$ cat src/rtl/pb_prog_dr.sv
// JTAG data-register bank for program load / readback.
// Frame-length checked updates drive the instruction-memory write port.
module pb_prog_dr #(
  parameter int              ADDR_W     = 64,
  parameter int              DATA_W     = 32,
  parameter int              ADDR_STEP  = 4,
  parameter logic [ADDR_W-1:0] RESET_ADDR = '0,
  parameter logic [31:0]     IDCODE     = 32'h1BEEF001
) (
  input  logic              tck_i,
  input  logic              trst,
  input  logic              captureDR_i,
  input  logic              shiftDR_i,
  input  logic              updateDR_i,
  input  logic              tdi_i,
  input  logic [3:0]        irInstr_i,
  input  logic [DATA_W-1:0] rdData_i,
  output logic              tdo_o,
  output logic              wEn_o,
  output logic              rdEn_o,
  output logic [ADDR_W-1:0] loadAddr_o,
  output logic [DATA_W-1:0] loadData_o,
  output logic              frameErr_o
);

  localparam int CW = ADDR_W + DATA_W;
  localparam int LW = $clog2(CW + 2);
  localparam int IW = $clog2(CW);

  localparam logic [3:0] I_PROG  = 4'b0001;
  localparam logic [3:0] I_BURST = 4'b0100;
  localparam logic [3:0] I_READ  = 4'b0101;
  localparam logic [3:0] I_IDC   = 4'b0110;

  logic [CW-1:0]     chain_q, chain_d;
  logic [LW-1:0]     cnt_q, cnt_d;
  logic [ADDR_W-1:0] addr_q, addr_d;
  logic [DATA_W-1:0] data_q, data_d;
  logic              err_q, err_d;
  logic              wen_q, wen_d;
  logic              rden_q, rden_d;

  logic [LW-1:0]     len;
  logic [LW-1:0]     sat;
  logic [IW-1:0]     len_m1;
  logic [CW-1:0]     mask;

  always_comb begin
    len = LW'(1);
    unique case (irInstr_i)
      I_PROG:  len = LW'(CW);
      I_BURST: len = LW'(DATA_W);
      I_READ:  len = LW'(DATA_W);
      I_IDC:   len = LW'(32);
      default: len = LW'(1);
    endcase
  end

  // Only the low len bits of the chain take part in a shift.
  always_comb begin
    sat    = len + LW'(1);
    len_m1 = IW'(len - LW'(1));
    mask   = ~({CW{1'b1}} << len);
  end

  always_comb begin
    chain_d = chain_q;
    cnt_d   = cnt_q;
    addr_d  = addr_q;
    data_d  = data_q;
    err_d   = err_q;
    wen_d   = 1'b0;
    rden_d  = 1'b0;
    if (captureDR_i) begin
      cnt_d   = '0;
      chain_d = '0;
      if (irInstr_i == I_READ) begin
        chain_d[DATA_W-1:0] = rdData_i;
      end else if (irInstr_i == I_IDC) begin
        chain_d[31:0] = IDCODE;
      end
    end else if (shiftDR_i) begin
      chain_d = (chain_q & ~mask) | ((chain_q >> 1) & mask);
      chain_d[len_m1] = tdi_i;
      cnt_d = (cnt_q >= sat) ? sat : cnt_q + LW'(1);
    end else if (updateDR_i) begin
      cnt_d = '0;
      if (cnt_q != len) begin
        err_d = 1'b1;
      end else begin
        case (irInstr_i)
          I_PROG: begin
            addr_d = chain_q[ADDR_W-1:0];
            data_d = chain_q[CW-1:ADDR_W];
            wen_d  = 1'b1;
          end
          I_BURST: begin
            addr_d = addr_q + ADDR_W'(ADDR_STEP);
            data_d = chain_q[DATA_W-1:0];
            wen_d  = 1'b1;
          end
          I_READ: begin
            addr_d = addr_q + ADDR_W'(ADDR_STEP);
            rden_d = 1'b1;
          end
          default: begin
          end
        endcase
      end
    end
  end

  always_ff @(posedge tck_i or negedge trst) begin
    if (!trst) begin
      chain_q <= '0;
      cnt_q   <= '0;
      addr_q  <= RESET_ADDR;
      data_q  <= '0;
      err_q   <= 1'b0;
      wen_q   <= 1'b0;
      rden_q  <= 1'b0;
    end else begin
      chain_q <= chain_d;
      cnt_q   <= cnt_d;
      addr_q  <= addr_d;
      data_q  <= data_d;
      err_q   <= err_d;
      wen_q   <= wen_d;
      rden_q  <= rden_d;
    end
  end

  assign tdo_o      = chain_q[0];
  assign wEn_o      = wen_q;
  assign rdEn_o     = rden_q;
  assign loadAddr_o = addr_q;
  assign loadData_o = data_q;
  assign frameErr_o = err_q;

endmodule

$ cat config.mk
export PLATFORM = sky130hd
export DESIGN_NAME = pb_prog_dr
export DESIGN_NICKNAME = d
export VERILOG_FILES = /design/src/rtl/pb_prog_dr.sv
export SDC_FILE = /design/constraint.sdc
export NUM_CORES = 1
export LEC_CHECK = 0
export CAP_MARGIN = 20
export CORE_ASPECT_RATIO = 0.75
export CORE_MARGIN = 1
export CORE_UTILIZATION = 55
export DETAILED_ROUTE_END_ITERATION = 12
export GPL_ROUTABILITY_DRIVEN = 0
export PLACE_DENSITY_LB_ADDON = 0.3
export SYNTH_ARGS = -nofsm -noshare
export SYNTH_HDL_FRONTEND = slang
export SYNTH_SLANG_ARGS = --single-unit
$ cat constraint.sdc
create_clock -name tck_i -period 3.2 [get_ports tck_i]
set_input_delay 0.32 -clock tck_i [delete_from_list [all_inputs] [get_ports tck_i]]
set_output_delay 0.32 -clock tck_i [all_outputs]
set_load 0.005 [all_outputs]
* After elaboration in Yosys (flattened, before gate mapping)
Cells that the tools add are included.
Storage, ports and cells: bits in registers 202, logic and storage cells 63, input port bits 42, output and inout port bits 100
Operators by class: add/sub/neg operators 4, reductions and logical operators 11, magnitude comparators 3, bitwise logic cells 8, equal/unequal tests 5, shift operators 1, mux-type cells 24
Operators with widths (number):
- 96-bit two-way mux | 2
- 96-bit NOT | 2
- 64-bit one-hot mux with 2 select lines | 1
- 95-bit by 96-bit bitwise AND with 96-bit output | 1
- 96-bit bitwise AND | 1
- 96-bit bitwise mux | 1
- 96-bit bitwise OR | 1
- 96-bit by 7-bit left shift with 96-bit output, first input constant | 1
- 64-bit by 3-bit adder with 64-bit output, second input constant | 1
- 32-bit one-hot mux with 2 select lines | 1
- 32-bit two-way mux | 1
- 29-bit two-way mux | 1
- 7-bit two-way mux | 4
- 7-bit by 1-bit adder with 7-bit output, second input constant | 2
- 7-bit one-hot mux with 2 select lines | 1
- 4-bit by 3-bit == test with 1-bit output, second input constant | 3
- 1-bit two-way mux | 11
- 5-bit AND reduction | 2
- 7-bit by 8-bit less-than comparator with 1-bit output, second input constant | 1
- 1-bit demux with 7-bit select | 1
- 7-bit by 1-bit greater-or-equal comparator with 1-bit output, second input constant | 1
- 7-bit greater-or-equal comparator | 1
- 7-bit != test | 1
- 7-bit by 1-bit subtractor with 7-bit output, second input constant | 1
- 8 further kinds | 13

* Logic depth before layout (Yosys ltp)
word-level depth 11, mapped depth 13, gate-level depth less buffers 9

* Worst setup path after synthesis
OpenSTA, ideal clock, no wires.
path type input to register, from in irInstr_i[0], to reg addr_q[62] (netlist: loadAddr_o[62]), stages 10, buffers on the path 2, arrival 2786 ps, slack 298 ps, required time 3084 ps, cells stage by stage clkbuf_1 nor4b_2 inv_1 ha_1 and4bb_1 nand2_1 clkbuf_1 nor2_1 mux2_2 o311ai_0
Between the ends: cells in the longest elaborated chain, start to end 6
Ends and longest elaborated chain:
- from (decl) | RTL line 16 | input logic [3:0] irInstr_i,
- 4-bit by 3-bit == test with 1-bit output (on tied branches) | RTL line 50, 91
- 3-bit OR reduction (no line)
- 7-bit one-hot mux with 2 select lines | RTL line 50 | unique case (irInstr_i)
- 7-bit != test | RTL line 88 | if (cnt_q != len) begin
- 1-bit NOT (no line)
- 5-bit AND reduction (no line)
- to (signal assigned) | RTL line 125 | addr_q <= addr_d;
- to (decl) | RTL line 37 | logic [ADDR_W-1:0] addr_q, addr_d;
Several ways; a longest one is shown, not always the timed one. A chain may end at the register's enable or synchronous reset.

* Worst setup path after layout
from reg addr_q[23] (netlist: loadAddr_o[23]), to reg addr_q[54] (netlist: loadAddr_o[54])
Between the ends: cells in the longest elaborated chain, start to end 2
Ends and longest elaborated chain:
- 64-bit by 3-bit adder with 64-bit output | RTL line 98, 103
- 64-bit one-hot mux with 2 select lines | RTL line 91 | case (irInstr_i)
No other way between the ends.

==> metrics <==
Nets=1,346; Syn. warnings=0; Top-Level Pins=142; PD cells=501 nW/um^2; Post-CTS Setup Inserts=0; sum of negative setup slack=0 ns; row count=43; area share of the largest cell type after synthesis=0.482; most common cell in the netlist=dfrtp_1; hpwl dp=23,800 um; post-route ant nets=0; worst slew pin tran=1.10 ns; Worst Path Required=3.57 ns; Die Area=19,600 sq um; root buf cell=clkbuf_16; Post-Syn Instances=1,146; core area=18,600 sq um; Max FO, Critical Path=9; Synth cell types=66; slowest library cell on the worst path=or4_1; crit path time final=2.88 ns; largest cells by area after synthesis=dfrtp_1 (48%), nand2_1 (6.5%), mux2i_1 (4.2%); area added between synthesis and finish=25.3%; n_diodes=0; net count after synthesis=1,194; Min-Delay Path Class=input pin to flop; DRC=0; number of global-route vias before repair=9,809; clk slew on worst S/H paths=0.07 ns; Vias=10,620; Slew Limit Fails=0; maximum vdd drop=0.000299 V; Max Clock Freq=0.347 GHz; Commonest cells post-synth=dfrtp_1 (202), nand2_1 (182), a21oi_1 (70), clkbuf_1 (66), nand3_1 (61); Netlist Area Pre-Place=10,500 sq um; sequential share of the synthesized area=0.482; arrival time worst endpoint=3.25 ns; Hold Vio Cnt, Final=0; max incr delay on CP=0.72 ns; pin count of the biggest net entering global routing=80; drt wl/cell=22.2 um; Leakage=5.43 nW; global route overflow=0; Iteration-0 DRC Markers=1,580; RSZ-0062 raised after global routing=no; depth of the CTS H-tree=1; GRT Total Usage=0.355; First-pass DRT Iterations=8; outcome=completed; Synth Flop Type=dfrtp_1; Avg Cell Area, Syn=9.15 sq um; async set-reset flop share out of synthesis=1.00; Setup Viol. Count Final=0; Setup Crit Path Kind=flop to flop; count of input and output buffers=141; Rel. slew slack=0.264; CP Launch Type=flop; CTS tree=yes; WL final=34,600 um; max-cap violation count=0; Total Power=6.59 mW; Synth Register Bits=202; Post-synth EDFFs=0; routed vias/inst=6.82; CTS sink count=202; global-route wire length before repair=54,700 um; Clock Tree Buf Depth=3; period utilisation layout=0.901; initial antenna violation count=0; CP endpoint kind=flop; initial core utilization=0.565; Synth area leader=dfrtp_1; share of cells above drive strength 1=0.0931; Die Wd=161 um; clock skew=0.0268 ns; cts bufs inserted=20; Die Ht=122 um; Skew-Pair Late Insertion Delay=0.52 ns; CP cell instances=nand4_1 > or4_1 > nor4_1 > buf_4 > mux2i_1 > nand3_1
==> path summary, 6_finish.rpt <==
path,startpoint,endpoint,slack [ns],depth (start not counted)
hold / removal,rdData_i[26],flop,0.41,3
hold reg to reg,loadData_o[3]$_DFFE_PN0P_,loadData_o[3]$_DFFE_PN0P_,0.48,2
max in group asynchronous,trst,loadAddr_o[60]$_DFFE_PN0P_,1.89,3
setup reg to reg,loadAddr_o[23]$_DFFE_PN0P_,loadAddr_o[54]$_DFFE_PN0P_,0.32,6
min in group asynchronous,trst,chain_q[67]$_DFFE_PN0P_,0.43,2
setup / recovery,loadAddr_o[23]$_DFFE_PN0P_,loadAddr_o[54]$_DFFE_PN0P_,0.32,6
==> worst max-delay path, delay by kind of cell (launching register included) <==
kind	cells	cell delay, ns
and+or+nand+nor	4	1.82
buffers and inverters	1	0.22
muxes	1	0.20
DFF	1	0.49
==> stage by stage <==
step	utilization	cell area [sq um]	instances	worst slack [ns]	hold WS [ns]
final	0.708	13100	1557	0.318	0.406
after floorplan	-	10500	1146	0.298	0.0244
after CTS	0.708	13100	1557	0.499	0.399
after global placement	0.673	12500	1522	0.122	0.399
after detailed placement	0.673	12500	1522	0.00187	0.397
after global routing	0.708	13100	1557	0.232	0.421
==> cells in the final DEF, fill, tap and decap left out, types with 15 or more instances in the layout <==
master / count
a221oi_1: 16
nor4_1: 34
a21oi_1: 69
clkdlybuf4s50_1: 140
a222oi_1: 17
o21ai_0: 48
buf_4: 62
nor2_1: 50
and3_1: 15
a22o_1: 41
inv_1: 30
mux2i_1: 44
clkbuf_16: 20
nand3_1: 61
nor3_1: 49
nand4_1: 37
dfrtp_1: 202
nand2_1: 182
==> layout make-up <==
class,count,area [sq um]
timing repair buffer,208,1970
clock inverter,7,96.3
clock buffer,27,547
fill,1409,5420
inverter,30,113
tap,247,309
multi-input combinational,836,5050
sequential,202,5050
==> report_power, final <==
group | leakage (nW) | internal [mW] | total [mW] | switching (mW)
Sequential | 2.77 | 2.73 | 3.07 | 0.346
Clock | 0.318 | 1.36 | 2.39 | 1.03
Combinational | 2.35 | 0.544 | 1.12 | 0.577
==> kinds of logic after synthesis <==
family,share of synthesized area
and+or+nand+nor,0.247
AOI/OAI and AO/OA,0.178
DFF,0.482
buffers and inverters,0.0396
muxes,0.0452
adders and majority gates,0.00716
xor gates and xnor gates,0.000836
==> what timing repair did <==
| item | in CTS | in global routing |
|---|---|---|
| hold endpoints to repair | 76 | 0 |
| gates resized for setup | 0 | 0 |
| hold buffers | 1 | 0 |
==> layer usage <==
metal  track usage  vias up  wire length, um
met3         0.100      132             4590
met1         0.507     5089            13900
met5             0        -                0
met4         0.103        0             1210
met2         0.527      807            14800
li1              -     4592                -
(Power assumes the default switching activity.)
